`config.mk`:
```
export PLATFORM = sky130hd
export DESIGN_NAME = seq_counter_prog
export DESIGN_NICKNAME = d
export VERILOG_FILES = /design/src/rtl/seq_counter_prog.sv
export SDC_FILE = /design/constraint.sdc
export NUM_CORES = 1
export LEC_CHECK = 0
export ABC_AREA = 1
export ABC_CLOCK_PERIOD_IN_PS = 4900
export CAP_MARGIN = 20
export CORE_UTILIZATION = 60
export DETAILED_ROUTE_END_ITERATION = 10
export PLACE_DENSITY = 0.8
export SETUP_SLACK_MARGIN = 0.1
export SLEW_MARGIN = 20
export SYNTH_ARGS = -nofsm -noshare
export SYNTH_HDL_FRONTEND = slang
export SYNTH_SLANG_ARGS = --single-unit
```
`constraint.sdc`:
```
create_clock -name clk_i -period 4.9 [get_ports clk_i]
set_input_delay 1.225 -clock clk_i [delete_from_list [all_inputs] [get_ports clk_i]]
set_output_delay 1.225 -clock clk_i [all_outputs]
set_load 0.05 [all_outputs]
```
`src/rtl/seq_counter_prog.sv`:
```
// seq_counter_prog: programmable arbitrary-sequence counter.
//
// The count steps through a runtime-writable table of WIDTH-bit codes. Sequence length,
// direction and wrap/one-shot behaviour are selected at runtime.
//
// Ports:
//   clk_i      rising-edge clock
//   rst_ni     asynchronous active-low reset (also reloads the identity table)
//   en_i       step enable, one step per cycle
//   dir_i      1 = forward (idx+1), 0 = backward (idx-1)
//   oneshot_i  1 = stop at the end of the sequence, 0 = wrap
//   start_i    restart pulse: reload start index, clear done
//   seq_len_i  active sequence length; 0 or >DEPTH selects DEPTH
//   wr_en_i    table write strobe
//   wr_addr_i  table write address
//   wr_data_i  table write data
//   count_o    current sequence code (registered)
//   idx_o      current table index (registered)
//   tc_o       index is at the end for the current direction (combinational)
//   done_o     one-shot finished, sticky until start/reset
//   par_err_o  sticky table parity error
//
// Optional build macro SEQCNT_PARITY_EN: adds an even-parity bit per table entry that is
// checked on every count load. Without it par_err_o is tied to 0.
module seq_counter_prog #(
  parameter int unsigned WIDTH = 8,
  parameter int unsigned DEPTH = 16,
  parameter int unsigned IDX_W = $clog2(DEPTH),
  parameter int unsigned LEN_W = IDX_W + 1
) (
  input  logic             clk_i,
  input  logic             rst_ni,
  input  logic             en_i,
  input  logic             dir_i,
  input  logic             oneshot_i,
  input  logic             start_i,
  input  logic [LEN_W-1:0] seq_len_i,
  input  logic             wr_en_i,
  input  logic [IDX_W-1:0] wr_addr_i,
  input  logic [WIDTH-1:0] wr_data_i,
  output logic [WIDTH-1:0] count_o,
  output logic [IDX_W-1:0] idx_o,
  output logic             tc_o,
  output logic             done_o,
  output logic             par_err_o
);

  // Reset contents of entry i: the index itself, truncated to WIDTH.
  function automatic logic [WIDTH-1:0] init_code(input int unsigned i);
    return WIDTH'(i);
  endfunction

  logic [WIDTH-1:0] table_q [DEPTH];
  logic [IDX_W-1:0] idx_q, idx_d;
  logic [WIDTH-1:0] count_q, count_d;
  logic             done_q, done_d;

  logic [LEN_W-1:0] len;
  logic [LEN_W-1:0] len_m1;
  logic [IDX_W-1:0] last_idx;
  logic             in_range;
  logic             at_end;
  logic             fwd_hit;

  // Effective length: out-of-range programming falls back to the full table.
  always_comb begin
    len = seq_len_i;
    if (seq_len_i == '0 || seq_len_i > LEN_W'(DEPTH)) begin
      len = LEN_W'(DEPTH);
    end
  end

  assign len_m1   = len - LEN_W'(1);
  assign last_idx = len_m1[IDX_W-1:0];
  assign in_range = {1'b0, idx_q} < len;
  assign at_end   = dir_i ? (idx_q == last_idx) : (idx_q == '0);
  assign tc_o     = at_end;

  always_comb begin
    idx_d  = idx_q;
    done_d = done_q;
    if (start_i) begin
      idx_d  = dir_i ? '0 : last_idx;
      done_d = 1'b0;
    end else if (en_i && !done_q) begin
      if (oneshot_i && at_end && in_range) begin
        done_d = 1'b1;
      end else if (dir_i) begin
        idx_d = (at_end || !in_range) ? '0 : idx_q + IDX_W'(1);
      end else begin
        // Backward: wrap from 0, or re-enter at the top when the length shrank below idx.
        idx_d = (at_end || !in_range) ? last_idx : idx_q - IDX_W'(1);
      end
    end
  end

  // A write to the entry being loaded this cycle is forwarded straight into count.
  assign fwd_hit = wr_en_i && (wr_addr_i == idx_d);

  always_comb begin
    count_d = table_q[idx_d];
    if (fwd_hit) begin
      count_d = wr_data_i;
    end
  end

  always_ff @(posedge clk_i or negedge rst_ni) begin
    if (!rst_ni) begin
      for (int i = 0; i < DEPTH; i++) begin
        table_q[i] <= init_code(i);
      end
    end else if (wr_en_i) begin
      table_q[wr_addr_i] <= wr_data_i;
    end
  end

  always_ff @(posedge clk_i or negedge rst_ni) begin
    if (!rst_ni) begin
      idx_q   <= '0;
      count_q <= '0;
      done_q  <= 1'b0;
    end else begin
      idx_q   <= idx_d;
      count_q <= count_d;
      done_q  <= done_d;
    end
  end

  assign count_o = count_q;
  assign idx_o   = idx_q;
  assign done_o  = done_q;

`ifdef SEQCNT_PARITY_EN
  logic par_q [DEPTH];
  logic par_err_q, par_err_d;

  always_ff @(posedge clk_i or negedge rst_ni) begin
    if (!rst_ni) begin
      for (int i = 0; i < DEPTH; i++) begin
        par_q[i] <= ^init_code(i);
      end
    end else if (wr_en_i) begin
      par_q[wr_addr_i] <= ^wr_data_i;
    end
  end

  // Forwarded data never passed through storage, so only table reads are checked.
  always_comb begin
    par_err_d = par_err_q;
    if (!fwd_hit && ((^table_q[idx_d]) != par_q[idx_d])) begin
      par_err_d = 1'b1;
    end
  end

  always_ff @(posedge clk_i or negedge rst_ni) begin
    if (!rst_ni) begin
      par_err_q <= 1'b0;
    end else begin
      par_err_q <= par_err_d;
    end
  end

  assign par_err_o = par_err_q;
`else
  assign par_err_o = 1'b0;
`endif

endmodule

```
==> summary.md <==
| Metric | Value |
|---|---|
| Run status | `finished, violations left` |
| Failing checks | `design-rule violations` |
| Die height | `111 µm` |
| Drt first-iter violations | `994` |
| Cell Chain, Critical Path | `clkdlybuf4s50_1 -> nor2_1 -> nand2_2 -> ha_4 -> inv_2 -> nand2_1 -> ha_1 -> nor2_1 -> nor2_1 -> nand3_1 -> nor2_2 -> nand3_2 -> nand2_2 -> buf_12` |
| Number of buffers on the longest clock path | `2` |
| Fraction of power spent switching nets | `33.1%` |
| Number of buffers added to fix hold violations after cts | `0` |
| Total global routing track utilization | `34.5%` |
| Std-Cell Core Area | `11500 µm²` |
| Clock tree skew after final layout | `13.5 ps` |
| Count of nets after finishing | `929` |
| Type of the worst min-delay path | `reg2reg` |
| Floorplan die area | `12400 µm²` |
| Clock buffers created by TritonCTS | `17` |
| WP data arrival | `3430 ps` |
| Setup slack of the critical path after layout | `244 ps` |
| Via count of the first global-routing pass | `6331` |
| Cell type with the largest total area after synthesis | `sky130_fd_sc_hd__dfrtp_1` |
| Clock-pin slew reported for the worst setup and hold paths after clock tree synthesis | `60 ps` |
| Post-synth top flop | `sky130_fd_sc_hd__dfrtp_1` |
| Cell with the most instances after synthesis | `sky130_fd_sc_hd__nand2_1` |
| Adder-Cell Fraction of Synth Area | `1.40%` |
| Parity-gate share of the synthesized area counting xor and xnor cells | `0.838%` |
| Total number of vias | `6506` |
| Relative slew margins | `49.4%` |
| Number of pins with negative max-slew slack in the final report | `0` |
| Clock tree sinks | `141` |
| Antenna violations before repair | `0` |
| Final min period | `4660 ps` |
| WP data required | `3670 ps` |
| Placed wire-length estimate after detailed placement | `12800 µm` |
| Number of standard cells after synthesis | `885` |
| Post-placement worst setup slack | `11.9 ps` |
| Antenna Violating Nets Remaining | `0` |
| DRC violation count after routing | `10` |
| Post-synth net total | `917` |
| Share of the synthesized area in the top cell type | `38.0%` |
| Category of the most critical setup path | `in2out` |
| Cell type of the slowest stage on the worst timing path | `sky130_fd_sc_hd__clkdlybuf4s50_1` |
| Transition time at the pin with the least slew margin | `759 ps` |
| Unrepaired setup endpoints after global routing | `false` |
| Initial Util | `62.3%` |
| Average wire per standard cell | `18.9 µm` |
| Avg Cell Area, Syn | `8.10 µm²` |
| Total congestion overflow after global routing | `0` |
| Startpoint kind of the worst setup timing path | `input pin` |
| Max-cap violations | `0` |
| Share of total power in sequential cells | `41.5%` |
| # setup viols final | `0` |
| Number of top-level design ports | `39` |
| Ys Warns | `0` |
| Clock tree root driver cell | `sky130_fd_sc_hd__clkbuf_16` |
| Max incr delay on CP | `460 ps` |
| Cell Int Power | `2.61 mW` |
| Complex-gate fraction of the synthesized area | `9.84%` |
| Highest achievable clock rate | `0.215 GHz` |
| Clk Latency, worst-skew pair | `430 ps` |
| Fraction of layout cells with a size suffix above 1 | `12.5%` |
| CTS tree | `built` |
| Number of port buffers | `37` |
| Period Utilization, post-route | `95.0%` |
| Switch Pwr | `1.29 mW` |
| Post-Place Cells | `1021` |
| CP Max Fanout | `7` |
| Post-DR vias/cell | `6.18` |
| Distinct cell type count of the synthesized netlist | `34` |
| Number of hold violations in the final report | `0` |
| Placer congestion estimate | `0.908` |
| Number of H-tree levels | `4` |
| Count of TritonRoute iterations in the first routing pass | `9` |
| Final instance area | `8190 µm²` |
| Number of setup buffers added after CTS | `0` |
| Cell family contributing the most delay on the critical path | `simple AND/OR/NAND/NOR gates` |
| Number of antenna repair diodes | `0` |
| Synth-to-Final Area Change | `14.2%` |
| Synthesis-stage register bit count | `141` |
| Top cells by area, synth | `sky130_fd_sc_hd__dfrtp_1 38%, sky130_fd_sc_hd__nand3_1 14%, sky130_fd_sc_hd__dfstp_2 12%` |
| Fraction of the yosys area taken by sequential cells | `49.8%` |
| Post-synthesis share of cell area spent on and, or, nand and nor gates | `31.6%` |
| Leakage | `3.73 nW` |
| Maximum number of pins on one net before global-route repair | `78` |
| Die W | `111 µm` |
| Largest family of logic cells by synthesized area | `simple AND/OR/NAND/NOR gates` |
| Total wire length after detailed routing | `19900 µm` |
| Clock power share | `32.9%` |
| Synth top cells by count | `208 x sky130_fd_sc_hd__nand2_1, 203 x sky130_fd_sc_hd__nand3_1, 109 x sky130_fd_sc_hd__dfrtp_1` |
| Syn Std Cell Area | `7170 µm²` |
| Wire length of the first global-routing pass | `32900 µm` |
| Std cell rows | `39` |
| Number of flops mapped to enable cells by yosys | `0` |
| Final cell count without fillers | `1053` |
| Combinational share of power | `25.6%` |
| Category of the worst setup path capture point | `output port` |
| Final sum of negative setup slack | `0 ps` |
| Synth async-reset ratio | `100%` |
| Number of inserted filler cells in the final layout | `903` |
| Worst ir drop on vdd | `0.277 mV` |
| Buffers plus inverters on the worst setup path | `3` |
| Placed Area | `7570 µm²` |
| Critical path's most frequent cell | `sky130_fd_sc_hd__nor2_1` |
| Total power divided by cell area | `476 nW/µm²` |
| Multiplexer share of the synthesized area | `0%` |
==> cells by family after synthesis <==
family,Yosys count
AOI/OAI and AO/OA,140
xor gates and xnor gates,6
adders and majority gates,8
buffers and inverters,95
DFF,141
other,1
and+or+nand+nor,494
==> final timing paths <==
kind,slack [ps],endpoint,from,cells past startpoint
worst max-delay path,240,tc_o,seq_len_i[3],14
worst min-delay path,490,table_q[124],table_q[124],2
worst max register to register,1910,count_o[3],idx_o[2],18
worst min register to register,490,table_q[124],table_q[124],2
max in group asynchronous,3220,table_q[43],rst_ni,2
min in group asynchronous,830,done_o,rst_ni,1
==> final cells by class <==
class / count / area [µm²] / area share, %
well taps: 143 / 179 / 2.19
flip-flops and latches: 141 / 3570 / 43.6
inverters: 37 / 139 / 1.70
multi-input cells: 649 / 3160 / 38.6
repair buffers: 51 / 552 / 6.74
clock buffers: 23 / 478 / 5.84
clock inverters: 9 / 111 / 1.36
==> routing by layer <==
layer / GRT usage (%) / vias to the layer above / share of wire (%)
li1: - / 2999 / -
met1: 47.3 / 3102 / 41
met5: 0 / - / 0
met4: 15.8 / 0 / 3.3
met2: 51.5 / 350 / 45
met3: 9.29 / 55 / 9.9
==> placed cells by master, fill, tap and decap left out, types with 5 or more instances in the layout <==
cell type	synthesis	routed
sky130_fd_sc_hd__a21oi_1	38	38
sky130_fd_sc_hd__buf_12	0	6
sky130_fd_sc_hd__buf_4	9	9
sky130_fd_sc_hd__clkbuf_16	0	17
sky130_fd_sc_hd__clkdlybuf4s50_1	0	34
sky130_fd_sc_hd__dfrtp_1	109	109
sky130_fd_sc_hd__dfstp_2	32	32
sky130_fd_sc_hd__ha_1	8	7
sky130_fd_sc_hd__inv_1	29	29
sky130_fd_sc_hd__inv_2	7	7
sky130_fd_sc_hd__nand2_1	208	206
sky130_fd_sc_hd__nand2_2	11	13
sky130_fd_sc_hd__nand3_1	203	203
sky130_fd_sc_hd__nand4_1	11	11
sky130_fd_sc_hd__nor2_1	43	41
sky130_fd_sc_hd__nor3_1	5	5
sky130_fd_sc_hd__o21ai_0	99	99
==> flip-flops by register name, summed over array words and instances (netlist names) <==
register,cells
count_o,8
done_o,1
idx_o,4
table_q,128
==> through the flow <==
step           hold slack [ps]  utilization (%)  power, mW
3_5_place_dp               473             65.7       2.61
6_report                   488             71.1       3.90
2_1_floorplan              453                -       2.29
5_1_grt                    501             71.1       4.10
3_3_place_gp               466             65.7       2.57
4_1_cts                    487             70.9       3.89
==> power by group through the flow <==
| stage | sequential, mW | clock, mW | combinational, mW |
|---|---|---|---|
| after floorplan | 1.67 | 0 | 0.623 |
| after global placement | 1.62 | 0 | 0.952 |
| after detailed placement | 1.63 | 0 | 0.982 |
| after CTS | 1.61 | 1.30 | 0.989 |
| after global routing | 1.64 | 1.35 | 1.10 |
| final | 1.62 | 1.28 | 0.997 |
==> worst reg2reg max path, cell delays in order (launching register included) <==
cell and delay (ps):
sky130_fd_sc_hd__dfrtp_1 510, sky130_fd_sc_hd__ha_1 380, sky130_fd_sc_hd__a21o_1 160, sky130_fd_sc_hd__nand3_1 60
sky130_fd_sc_hd__nand3_1 90, sky130_fd_sc_hd__inv_1 80, sky130_fd_sc_hd__nand3_2 170, sky130_fd_sc_hd__inv_2 120
sky130_fd_sc_hd__nand2_1 50, sky130_fd_sc_hd__a21oi_1 180, sky130_fd_sc_hd__nand2_1 90, sky130_fd_sc_hd__nand2_2 90
sky130_fd_sc_hd__nand2_4 120, sky130_fd_sc_hd__nand2_1 110, sky130_fd_sc_hd__nand2_2 90, sky130_fd_sc_hd__nor2_8 160
sky130_fd_sc_hd__nand3_4 150, sky130_fd_sc_hd__nand3_1 210, sky130_fd_sc_hd__nand2_1 70
==> what timing repair did <==
| action | 4_1_cts | 5_1_grt |
|---|---|---|
| hold endpoints to repair | 0 | 0 |
| endpoints found under the setup margin | 0 | 1 |
| gates resized for setup | 0 | 4 |
Power figures use the tool's default switching activity.
